$ cat config.mk
export PLATFORM = sky130hd
export DESIGN_NAME = div_scheduler
export DESIGN_NICKNAME = d
export VERILOG_FILES = /design/src/rtl/div_scheduler.sv
export SDC_FILE = /design/constraint.sdc
export NUM_CORES = 1
export LEC_CHECK = 0
export CAP_MARGIN = 20
export CORE_ASPECT_RATIO = 0.6
export CORE_MARGIN = 2
export CORE_UTILIZATION = 40
export CTS_BUF_LIST = sky130_fd_sc_hd__clkbuf_4 sky130_fd_sc_hd__clkbuf_8 sky130_fd_sc_hd__clkbuf_16
export DETAILED_ROUTE_END_ITERATION = 6
export GPL_TIMING_DRIVEN = 0
export PLACE_DENSITY = 0.8
export SYNTH_ARGS = -nofsm -noshare
export SYNTH_HDL_FRONTEND = slang
export SYNTH_SLANG_ARGS = --single-unit
$ cat constraint.sdc
create_clock -name clk -period 2.5 [get_ports clk]
set_clock_uncertainty 0.15 [all_clocks]
set_input_delay 0.5 -clock clk [delete_from_list [all_inputs] [get_ports clk]]
set_output_delay 0.5 -clock clk [all_outputs]
set_load 0.02 [all_outputs]
$ cat src/rtl/div_scheduler.sv
// Two-requester arbiter around one shared unsigned restoring divider (one quotient bit per clock).
// Optional round-robin arbitration is enabled by defining DIV_SCHED_RR_EN; otherwise requester 0 has fixed priority.
module div_scheduler #(
  parameter int WIDTH = 4
) (
  input  logic               clk,
  input  logic               rst,
  input  logic [1:0]         req_valid,
  output logic [1:0]         req_ready,
  input  logic [2*WIDTH-1:0] req_dividend,
  input  logic [2*WIDTH-1:0] req_divisor,
  output logic               rsp_valid,
  input  logic               rsp_ready,
  output logic               rsp_id,
  output logic [WIDTH-1:0]   rsp_quotient,
  output logic [WIDTH-1:0]   rsp_remainder,
  output logic               rsp_dz,
  output logic               busy
);

  localparam int CNT_W = $clog2(WIDTH + 1);

  typedef enum logic [1:0] {S_IDLE, S_CALC, S_DONE} state_t;

  state_t           r_state;
  state_t           w_state_nxt;
  logic [CNT_W-1:0] r_cnt;
  logic             r_id;
  logic             r_dz;
  logic [WIDTH-1:0] r_q;
  logic [WIDTH-1:0] r_r;
  logic [WIDTH-1:0] r_d;

  logic             w_grant;
  logic             w_accept;
  logic [WIDTH-1:0] w_dvd;
  logic [WIDTH-1:0] w_dvs;
  logic             w_dvs_zero;
  logic [WIDTH:0]   w_r_sh;
  logic [WIDTH-1:0] w_r_diff;
  logic             w_ge;

`ifdef DIV_SCHED_RR_EN
  logic r_ptr;

  // r_ptr = 1 means requester 1 is preferred; the grant only matters when some request is valid.
  assign w_grant = r_ptr ? req_valid[1] : ~req_valid[0];
`else
  assign w_grant = ~req_valid[0];
`endif

  assign w_dvd      = w_grant ? req_dividend[2*WIDTH-1:WIDTH] : req_dividend[WIDTH-1:0];
  assign w_dvs      = w_grant ? req_divisor[2*WIDTH-1:WIDTH]  : req_divisor[WIDTH-1:0];
  assign w_dvs_zero = (w_dvs == '0);

  // Shifted partial remainder is WIDTH+1 bits; its carry bit alone guarantees R >= D.
  // The true difference is below D, so a WIDTH-bit modular subtract is exact.
  assign w_r_sh   = {r_r, r_q[WIDTH-1]};
  assign w_ge     = w_r_sh[WIDTH] | (w_r_sh[WIDTH-1:0] >= r_d);
  assign w_r_diff = w_r_sh[WIDTH-1:0] - r_d;

  always_comb begin
    w_state_nxt = r_state;
    req_ready   = '0;
    w_accept    = 1'b0;
    rsp_valid   = 1'b0;
    busy        = 1'b1;
    case (r_state)
      S_IDLE: begin
        busy = 1'b0;
        if (|req_valid) begin
          req_ready[w_grant] = 1'b1;
          w_accept           = 1'b1;
          w_state_nxt        = w_dvs_zero ? S_DONE : S_CALC;
        end
      end
      S_CALC: begin
        if (r_cnt == CNT_W'(1)) w_state_nxt = S_DONE;
      end
      S_DONE: begin
        rsp_valid = 1'b1;
        if (rsp_ready) w_state_nxt = S_IDLE;
      end
      default: w_state_nxt = S_IDLE;
    endcase
  end

  always_ff @(posedge clk or posedge rst) begin
    if (rst) begin
      r_state <= S_IDLE;
      r_cnt   <= '0;
      r_id    <= 1'b0;
      r_dz    <= 1'b0;
`ifdef DIV_SCHED_RR_EN
      r_ptr   <= 1'b0;
`endif
    end else begin
      r_state <= w_state_nxt;
      if (w_accept) begin
        r_cnt <= CNT_W'(WIDTH);
        r_id  <= w_grant;
        r_dz  <= w_dvs_zero;
`ifdef DIV_SCHED_RR_EN
        r_ptr <= ~w_grant;
`endif
      end else if (r_state == S_CALC) begin
        r_cnt <= r_cnt - CNT_W'(1);
      end
    end
  end

  // Operand/result registers carry no reset; outputs are masked outside DONE.
  always_ff @(posedge clk) begin
    if (w_accept) begin
      if (w_dvs_zero) begin
        r_q <= '1;
        r_r <= w_dvd;
      end else begin
        r_q <= w_dvd;
        r_r <= '0;
        r_d <= w_dvs;
      end
    end else if (r_state == S_CALC) begin
      r_r <= w_ge ? w_r_diff : w_r_sh[WIDTH-1:0];
      r_q <= {r_q[WIDTH-2:0], w_ge};
    end
  end

  assign rsp_id        = rsp_valid & r_id;
  assign rsp_dz        = rsp_valid & r_dz;
  assign rsp_quotient  = rsp_valid ? r_q : '0;
  assign rsp_remainder = rsp_valid ? r_r : '0;

endmodule
# Yosys cells after proc, flatten, opt, wreduce, memory -nomap -nowiden

Index checks and enable logic that the tools add are counted.
Widths: inputs -> output; s select.

Output and inout bits: 14
Register bits: 19
Input port bits: 21
Word-level logic and storage cells: 56

Bitwise logic cells: 5
Multiplexer cells: 26
Magnitude comparators: 3
Reduce and logical (&&, ||, !) cells: 7
Equal/unequal tests: 6
Add/sub/neg operators: 2

Operators with widths:

| cell                | count |
|---|---|
| $mux 4              | 11 |
| $mux 2              | 6 |
| $mux 3              | 2 |
| $ne 2x2->1 const B  | 3 |
| $pmux 2 s3          | 1 |
| $mux 1              | 5 |
| $ge 4x4->1          | 1 |
| $logic_not 4->1     | 1 |
| $sub 4x4->4         | 1 |
| $eq 3x1->1 const B  | 1 |
| $reduce_and 3->1    | 1 |
| $sub 3x1->3 const B | 1 |
| $and 1x1->1         | 2 |
| $eq 2x1->1 const B  | 1 |
| $eq 2x2->1 const B  | 1 |
| $logic_not 2->1     | 1 |
| $lt 1x2->1 const B  | 1 |
| $not 1->1           | 2 |
| $reduce_and 2->1    | 1 |
| $reduce_bool 2->1   | 1 |
| $reduce_or 2->1     | 1 |
| $demux 1 s1         | 1 |
| $ge 1x1->1 const B  | 1 |
| $logic_and 1x1->1   | 1 |
| $or 1x1->1          | 1 |

# Logic depth before layout (Yosys ltp)

Gate-level depths: netlist of the first run.

Word-level depth: 7
Gate-level depth with buffers: 8
Mapped depth without buffers: 8

# Worst setup path before layout of the first run

Ideal clock, no wire load.

Kind: register to register
Start point: register r_q[3]
End point: register r_r[0], data pin
Path buffers: 0
Required time: 2.080 ns
Cell stages (with the launch flop): 9
Data arrival time: 1.666 ns
Path slack: 0.414 ns
Period minus slack after synthesis: 2.086 ns
Setup time: 0.270 ns
Path through: edfxtp_1 -> inv_1 -> ha_1 -> inv_1 -> fa_1 -> a211oi_1 -> o21ai_1 -> mux2_2 -> o22ai_1

Cells in the longest elaborated chain, start to end: 5
Elaborated cells on any way between the ends: 6
Those cells by class: 1 x add/sub; 1 x order compare; 3 x mux; 1 x bitwise

RTL lines:

| element                | line | RTL |
|---|---|---|
| from (decl)            | 30   | `logic [WIDTH-1:0] r_q;` |
| from (signal assigned) | 119  | `r_q <= w_dvd;` |
| from (signal assigned) | 125  | `r_q <= {r_q[WIDTH-2:0], w_ge};` |
| $ge 4x4->1             | 59   | `assign w_ge = w_r_sh[WIDTH] \| (w_r_sh[WIDTH-1:0] >= r_d);` |
| $or 1x1->1             | 59   |  |
| $mux 4 *               | 124  | `r_r <= w_ge ? w_r_diff : w_r_sh[WIDTH-1:0];` |
| $mux 4 *               | 123  | `end else if (r_state == S_CALC) begin` |
| $mux 4 *               | 114  | `if (w_accept) begin` |
| to (signal assigned)   | 117  | `r_r <= w_dvd;` |
| to (signal assigned)   | 124  |  |
| to (decl)              | 31   | `logic [WIDTH-1:0] r_r;` |

Every way passes the cells marked *; elsewhere a longest branch is shown, timed or not. The select of a mux whose other input is x is not followed.
A chain may end at the register's enable or synchronous reset.

# Final worst setup path of the first run

Start point: input req_valid[0]
End point: output req_ready[0]

Cells in the longest elaborated chain, start to end: 7
Elaborated cells on any way between the ends: 9
Those cells by class: 2 x order compare; 4 x mux; 1 x bitwise; 2 x reduce/logical

RTL lines:

| element                                                        | line | RTL |
|---|---|---|
| from (decl)                                                    | 8    | `input logic [1:0] req_valid,` |
| $not 1->1                                                      | 49   | `assign w_grant = ~req_valid[0];` |
| $lt 1x2->1 (implied by the code) or $ge 1x1->1 (tied branches) | 72   | `req_ready[w_grant] = 1'b1;` |
| $logic_and 1x1->1 (implied by the code)                        | 72   |  |
| $mux 1 (implied by the code)                                   | 72   |  |
| $demux 1 s1                                                    | 72   |  |
| $mux 2 *                                                       | 71   | `if (\|req_valid) begin` |
| $mux 2 *                                                       | 68   | `case (r_state)` |
| to (decl)                                                      | 9    | `output logic [1:0] req_ready,` |

Every way passes the cells marked *; elsewhere a longest branch is shown, timed or not.

==> reports/metrics.yaml, run 1 <==
status:
  outcome: "completed"
worst_setup_path:
  critical_path.startpoint_type: "input port"
  critical_path_arrival_ns: 1.75
  crit_required_ns: 1.85
  timing_worst_setup_path_type: "input port to primary output"
  worstSetupEndpointType: "primary output"
  critPathMaxFanout: 10
  timing.reg2reg.worst_path_depth: 8
sta:
  tightest_slew_margin_relative_to_the_limit_pct: 51.70
  setup_ws_ns: 0.1035
  worst_slew_pin_slew_ns: 0.7205
  max_freq_ghz: 0.4173
  post-route-period-util_pct: 95.86
  rsz_0062_raised_after_global_routing: "no"
  report.final.hold_viol_count: 0
  final-setup-viol-count: 0
  period_minus_slack_ns: 2.397
  timing_max_transition_violations_final: 0
clocking:
  worst_skew_pair.late_latency_ns: 0.25
  cts_num_sinks: 19
  cts-root-to-sink-buffers: 2
  tritoncts: "built"
  cts.root.buffer_cell: "clkbuf_8"
  cts_htree_levels: 1
  clk_transition_reported_paths_ns: 0.07
  cts_bufs_inserted: 3
  cts-hold-fix-buffers: 0
cells_and_area:
  final_net_count: 181
  final-instance-count-excl-fill: 194
  layout-area-overhead-vs-synth_pct: 39.42
  antenna_cells_inserted: 0
  layout-drive-gt1-share_pct: 10.53
die:
  width_of_the_die_um: 73.86
  dieHeight_um: 45.91
  die-area_sq_um: 3391
  std_cell_rows: 15
  top_level_ports: 35
  placeableCoreArea_sq_um: 2834
  initial_cell_density_of_the_core_pct: 41.32
synth:
  synth-seq-area-share_pct: 45.73
  synth.net_count: 142
  synth.lib_cells_used.distinct: 34
  postSynthAreaPerCell_sq_um: 10.27
  yosys_warning_count: 0
  synthesized_flop_and_latch_total: 19
  post_synth_instance_area_sq_um: 1171
  netlist_instances: 114
place:
  place.detailed.hpwl_um: 2063
  port-buffer-count: 34
  place_ws_ns: -0.5811
  placedCellCount: 190
  placer_s_final_routability_congestion_estimate: 0.8046
power:
  pwr-share-seq_pct: 38.0
  p_switching_mw: 0.6219
  worst_supply_voltage_drop_on_vdd_v: 0.0004318
  clock_power_share_pct: 13.5
  pwr_per_cell_area_nw_per_um2: 1004
  cellInternalPower_mw: 1.017
  report.power.total_mw: 1.639
  power.share.switching_pct: 37.96
  share_of_power_burned_in_combinational_logic_pct: 48.5
  static-leakage-power_nw: 0.7957
drt:
  routed_wirelength_um: 2632
  routed_wire_length_per_instance_um: 13.57
  dr.pass1.iters: 4
  viasPerCell: 4.974
  drtAntennaViolNets: 0
  dr_total_vias: 965
  dr.first_iter.drc_count: 43
  drt_drc_violations_left: 0
global_routing:
  gr-total-overflow: 0
  number_of_global_route_vias_before_repair: 935
  grt_use_total_pct: 17.03
  grt_start_max_net_pins: 11
  antenna_violations_before_repair: 0
  wire_length_of_the_first_global_routing_pass_um: 4195
run:
  max_cap_viol_count: 0
min_path:
  hold_path_class: "input port to asynchronous set/reset pin"
## routing by layer
| metal | vias to the layer above | share of wire [%] | GRT usage, % |
|---|---|---|---|
| met4 | 0 | 0 | 3.636 |
| met1 | 451 | 46 | 21.16 |
| met2 | 38 | 46 | 29.82 |
| li1 | 476 | - | - |
| met5 | - | 0 | 0 |
| met3 | 0 | 8.1 | 5.088 |
## cells in the mapped netlist
cell type,count,share of area (%)
a31o_1,1,0.75
or4_4,1,0.96
nand3_1,3,1.3
buf_1,1,0.32
o221ai_1,1,0.75
o21ai_1,2,0.85
nor2_2,1,0.53
inv_1,11,3.5
fa_1,1,1.7
o22ai_1,3,1.6
nor2_1,13,4.2
mux2_2,5,4.8
o21ai_0,4,1.7
nor3b_2,1,1.1
edfxtp_1,12,31
o21ai_2,1,0.75
a211oi_1,1,0.64
a21o_1,1,0.64
dfrtp_1,7,15
o32ai_1,1,0.75
mux2i_1,6,5.1
or3_1,1,0.53
clkbuf_1,2,0.64
a21oi_1,5,2.1
and2_1,11,5.9
and3b_1,1,0.75
nand2b_1,1,0.53
nor3_2,1,0.85
xor2_1,2,1.5
o21a_1,1,0.64
nand2_1,4,1.3
ha_1,6,6.4
nor4_1,1,0.53
a21boi_0,1,0.64
## power groups by stage
stage	clock network, mW	logic (mW)	registers, mW
4_1_cts	0.223	0.796	0.625
3_3_place_gp	0	0.766	0.622
3_5_place_dp	0	0.797	0.630
2_1_floorplan	0	0.580	0.604
5_1_grt	0.237	0.884	0.643
6_report	0.222	0.794	0.623
## per-stage QoR
step | hold slack (ns) | setup TNS (ns) | cell area [sq um] | util, %
global placement | 0.3225 | -0.9461 | 1564 | 55.19
global route | 0.3842 | 0 | 1633 | 57.62
detailed placement | 0.3357 | -0.9999 | 1564 | 55.19
CTS | 0.3501 | 0 | 1612 | 56.87
finish | 0.3344 | 0 | 1633 | 57.62
floorplan | 0.1534 | 0 | 1171 | -
## area by class of cell
cell class	instances	area, sq um
sequential	19	535.5
buffer	3	22.52
clock buffer	4	48.80
multi-input combinational	81	583.1
inverter	11	41.29
fill	254	1201
tap	42	52.55
timing repair buffer	34	349.1
## repair_timing
item,in CTS,in global routing
setup buffers,0,0
pin swaps,0,0
hold endpoints to repair,0,0
endpoints found under the setup margin,12,7
resized for setup,8,9
## flip-flops by register name, indices dropped and copies added (netlist names)
| signal | cells |
|---|---|
| r_d | 4 |
| r_r | 4 |
| r_cnt | 3 |
| r_dz | 1 |
| r_q | 4 |
| r_id | 1 |
| r_state | 2 |
## layout by cell type, fill, tap and decap left out, types with 2 or more instances in the layout
master	count
ha_1	6
and2_1	11
o22ai_1	3
clkdlybuf4s50_1	23
clkbuf_4	2
mux2i_1	6
dfrtp_1	7
dlymetal6s2s_1	6
nand2_1	4
nand3_1	3
xor2_1	2
edfxtp_1	12
clkbuf_8	3
nor2_1	13
mux2_2	5
a21oi_1	5
o21ai_1	2
dlygate4sd2_1	5
o21ai_0	4
inv_1	11
## path summary, 6_finish.rpt
| path | startpoint | to | slack [ns] |
|---|---|---|---|
| max reg2reg | r_q[3] | r_r[0] | 0.25 |
| max in group asynchronous | rst | r_cnt[1] | 1.64 |
| max | req_valid[0] | req_ready[0] | 0.10 |
| min in group clk | r_id | r_id | 0.35 |
| min reg2reg | r_id | r_id | 0.35 |
| min | rst | r_dz | 0.33 |
## logic make-up (layout without fill, tap and decap cells)
group	count (synthesis)	count (layout)	synth area share [%]
xor+xnor	2	2	1.496
compound gates	22	22	11.86
mux	11	11	9.936
simple gates	39	39	18.38
fa+ha+maj	7	7	8.120
flops	19	19	45.73
buf+inv	14	52	4.487
## worst max-delay path: stages
cell             delay, ns
clkdlybuf4s50_1       0.55
buf_6                 0.20
and2_1                0.16
dlygate4sd2_1         0.34
(Power assumes the default switching activity.)
==> inputs of run 2 (changes only) <==
--- a/config.mk
+++ b/config.mk
@@ -6,7 +6,6 @@
 export NUM_CORES = 1
 export LEC_CHECK = 0
 export CAP_MARGIN = 20
-export CORE_ASPECT_RATIO = 0.6
 export CORE_MARGIN = 2
 export CORE_UTILIZATION = 40
 export CTS_BUF_LIST = sky130_fd_sc_hd__clkbuf_4 sky130_fd_sc_hd__clkbuf_8 sky130_fd_sc_hd__clkbuf_16
==> constraint.sdc (replaced) <==
create_clock -name clk -period 2.25 [get_ports clk]
set_clock_uncertainty 0.15 [all_clocks]
set_input_delay 0.45 -clock clk [delete_from_list [all_inputs] [get_ports clk]]
set_output_delay 0.45 -clock clk [all_outputs]
set_load 0.02 [all_outputs]
==> run 2 against run 1 <==
Compared with the run above: sequential power grew 13%; hold slack lost 0.12 ns; critical endpoint is now r_r[3]; highest routed layer is now met4; largest power group unchanged; clock power shrank 20%.
==> reports/metrics.yaml, run 2 (synthesis results as in run 1) <==
global_routing:
  gr-total-overflow: 0  # unchanged
  grt_start_max_net_pins: 12  # +1
  number_of_global_route_vias_before_repair: 983  # +5.1%
  wire_length_of_the_first_global_routing_pass_um: 4291  # +2.3%
  antenna_violations_before_repair: 0  # unchanged
  grt_use_total_pct: 16.84  # -0.19 points
worst_setup_path:
  worstSetupEndpointType: "register"
  critical_path.startpoint_type: "register"
  critPathBufInv: 2  # -1
  timing.critical_path.cells: "inv_2 -> ha_1 -> inv_1 -> fa_2 -> a211oi_4 -> o21ai_4 -> a21boi_0 -> o32ai_1"
  critical_path_arrival_ns: 2.17  # +0.42 ns
  crit_required_ns: 2.23  # +0.38 ns
  critical-path-top-delay-family: "compound AO/OA/AOI/OAI gates"
  critPathMaxFanout: 6  # -4
  crit_slowest_cell: "edfxtp_1"
  timing_worst_setup_path_type: "register to register"
  critical_path.max_stage_delay_ns: 0.39  # -0.16 ns
drt:
  drtAntennaViolNets: 0  # unchanged
  viasPerCell: 5.378  # +8.1%
  dr.pass1.iters: 4  # unchanged
  routed_wire_length_per_instance_um: 14.62  # +7.7%
  dr_total_vias: 995  # +3.1%
  drt_drc_violations_left: 0  # unchanged
  routed_wirelength_um: 2704  # +2.7%
  dr.first_iter.drc_count: 21  # -51%
power:
  report.power.total_mw: 1.892  # +15%
  pwr_per_cell_area_nw_per_um2: 1185  # +18%
  static-leakage-power_nw: 0.7007  # -12%
  worst_supply_voltage_drop_on_vdd_v: 0.0007155  # +66%
sta:
  final-setup-viol-count: 0  # unchanged
  post-route-period-util_pct: 97.35
  timing_max_transition_violations_final: 0  # unchanged
  rsz_0062_raised_after_global_routing: "yes"
  report.final.hold_viol_count: 0  # unchanged
  tightest_slew_margin_relative_to_the_limit_pct: 66.72  # +15 points
  worst_slew_pin_slew_ns: 0.4959  # -0.2246 ns
  setup_total_negative_slack_ns: 0  # unchanged
  period_minus_slack_ns: 2.190
  max_freq_ghz: 0.4565
place:
  place.detailed.hpwl_um: 2054  # -0.41%
  port-buffer-count: 34  # unchanged
  post_dp_cell_area_sq_um: 1550  # -0.88%
  placer_s_final_routability_congestion_estimate: 0.8554  # +6.3%
  placedCellCount: 179  # -5.8%
clocking:
  cts_num_sinks: 19  # unchanged
  cts-hold-fix-buffers: 0  # unchanged
  clk_transition_reported_paths_ns: 0.11  # +0.04 ns
  cts-root-to-sink-buffers: 2  # unchanged
  worst_skew_pair.late_latency_ns: 0.30  # +0.05 ns
  cts_bufs_inserted: 3  # unchanged
  tritoncts: "built"
  cts_htree_levels: 1  # unchanged
  cts.root.buffer_cell: "clkbuf_4"
die:
  top_level_ports: 35  # unchanged
  initial_cell_density_of_the_core_pct: 42.47  # +1.1 points
  dieHeight_um: 58.11  # +27%
  std_cell_rows: 19  # +4
  die-area_sq_um: 3377  # -0.41%
  placeableCoreArea_sq_um: 2758  # -2.7%
  width_of_the_die_um: 58.11  # -21%
cells_and_area:
  layout_common_cells: "clkdlybuf4s50_1 (20), nor2_1 (13), edfxtp_1 (12), and2_1 (11), inv_1 (10)"
  layout-drive-gt1-share_pct: 20.78  # +10 points
  final-instance-count-excl-fill: 185  # -4.6%
  layout-area-overhead-vs-synth_pct: 36.32
  final_net_count: 183  # +1.1%
  antenna_cells_inserted: 0  # unchanged
  final_core_utilization_pct: 57.89  # +0.28 points
  postLayoutCellArea_sq_um: 1597  # -2.2%
  largest_registers_in_the_final_layout: "r_d (4), r_q (4), r_r (4)"
  final_common_cell: "clkdlybuf4s50_1"
min_path:
  hold_path_class: "input port to asynchronous set/reset pin"
status:
  outcome: "completed"
run:
  max_cap_viol_count: 0  # unchanged
-- run 2: final timing paths --
path	slack (ns)	from	depth (start not counted)	to
min reg2reg	0.35	r_id	2	r_id
max in group asynchronous	1.52	rst	2	r_state[0]
max	0.06	r_q[3]	8	r_r[3]
min	0.22	rst	2	r_cnt[0]
min in group clk	0.35	r_id	2	r_id
max reg2reg	0.06	r_q[3]	8	r_r[3]
-- run 2: routing by layer --
metal,track usage (%),part of all wire (%),up-vias
met5,0,0,-
met4,7.973,1.7,0
met3,2.455,4.7,5
met2,30.52,52,32
met1,19.32,41,474
li1,-,-,484
-- run 2: what timing repair did --
| item | 4_1_cts | 5_1_grt |
|---|---|---|
| pin swaps | 0 | 3 |
| setup buffers | 0 | 2 |
| endpoints found under the setup margin | 17 | 19 |
| gates resized for setup | 22 | 25 |
| endpoints found under the hold margin | 0 | 0 |
-- run 2: final cells by class --
cell class,instances,area [sq um]
fillers,255,1161
multi-input cells,81,620.6
flip-flops and latches,19,535.5
repair buffers,36,310.3
inverters,11,41.29
well taps,31,38.79
clock buffers,3,22.52
plain buffers,3,22.52
clock inverters,1,5.005
-- run 2: where the power goes --
group	leakage, nW	internal (mW)	switching [mW]	total (mW)
combinational	0.483	0.461	0.550	1.01
sequential	0.200	0.598	0.104	0.702
clock	0.0177	0.0663	0.112	0.178
-- run 2: per-stage QoR --
step / hold slack (ns) / setup WS (ns)
3_3_place_gp: 0.3223 / -0.6968
3_5_place_dp: 0.3361 / -0.7038
4_1_cts: 0.2323 / 0.01633
6_report: 0.2192 / 0.05952
5_1_grt: 0.2389 / -0.1050
2_1_floorplan: 0.1034 / 0.1638
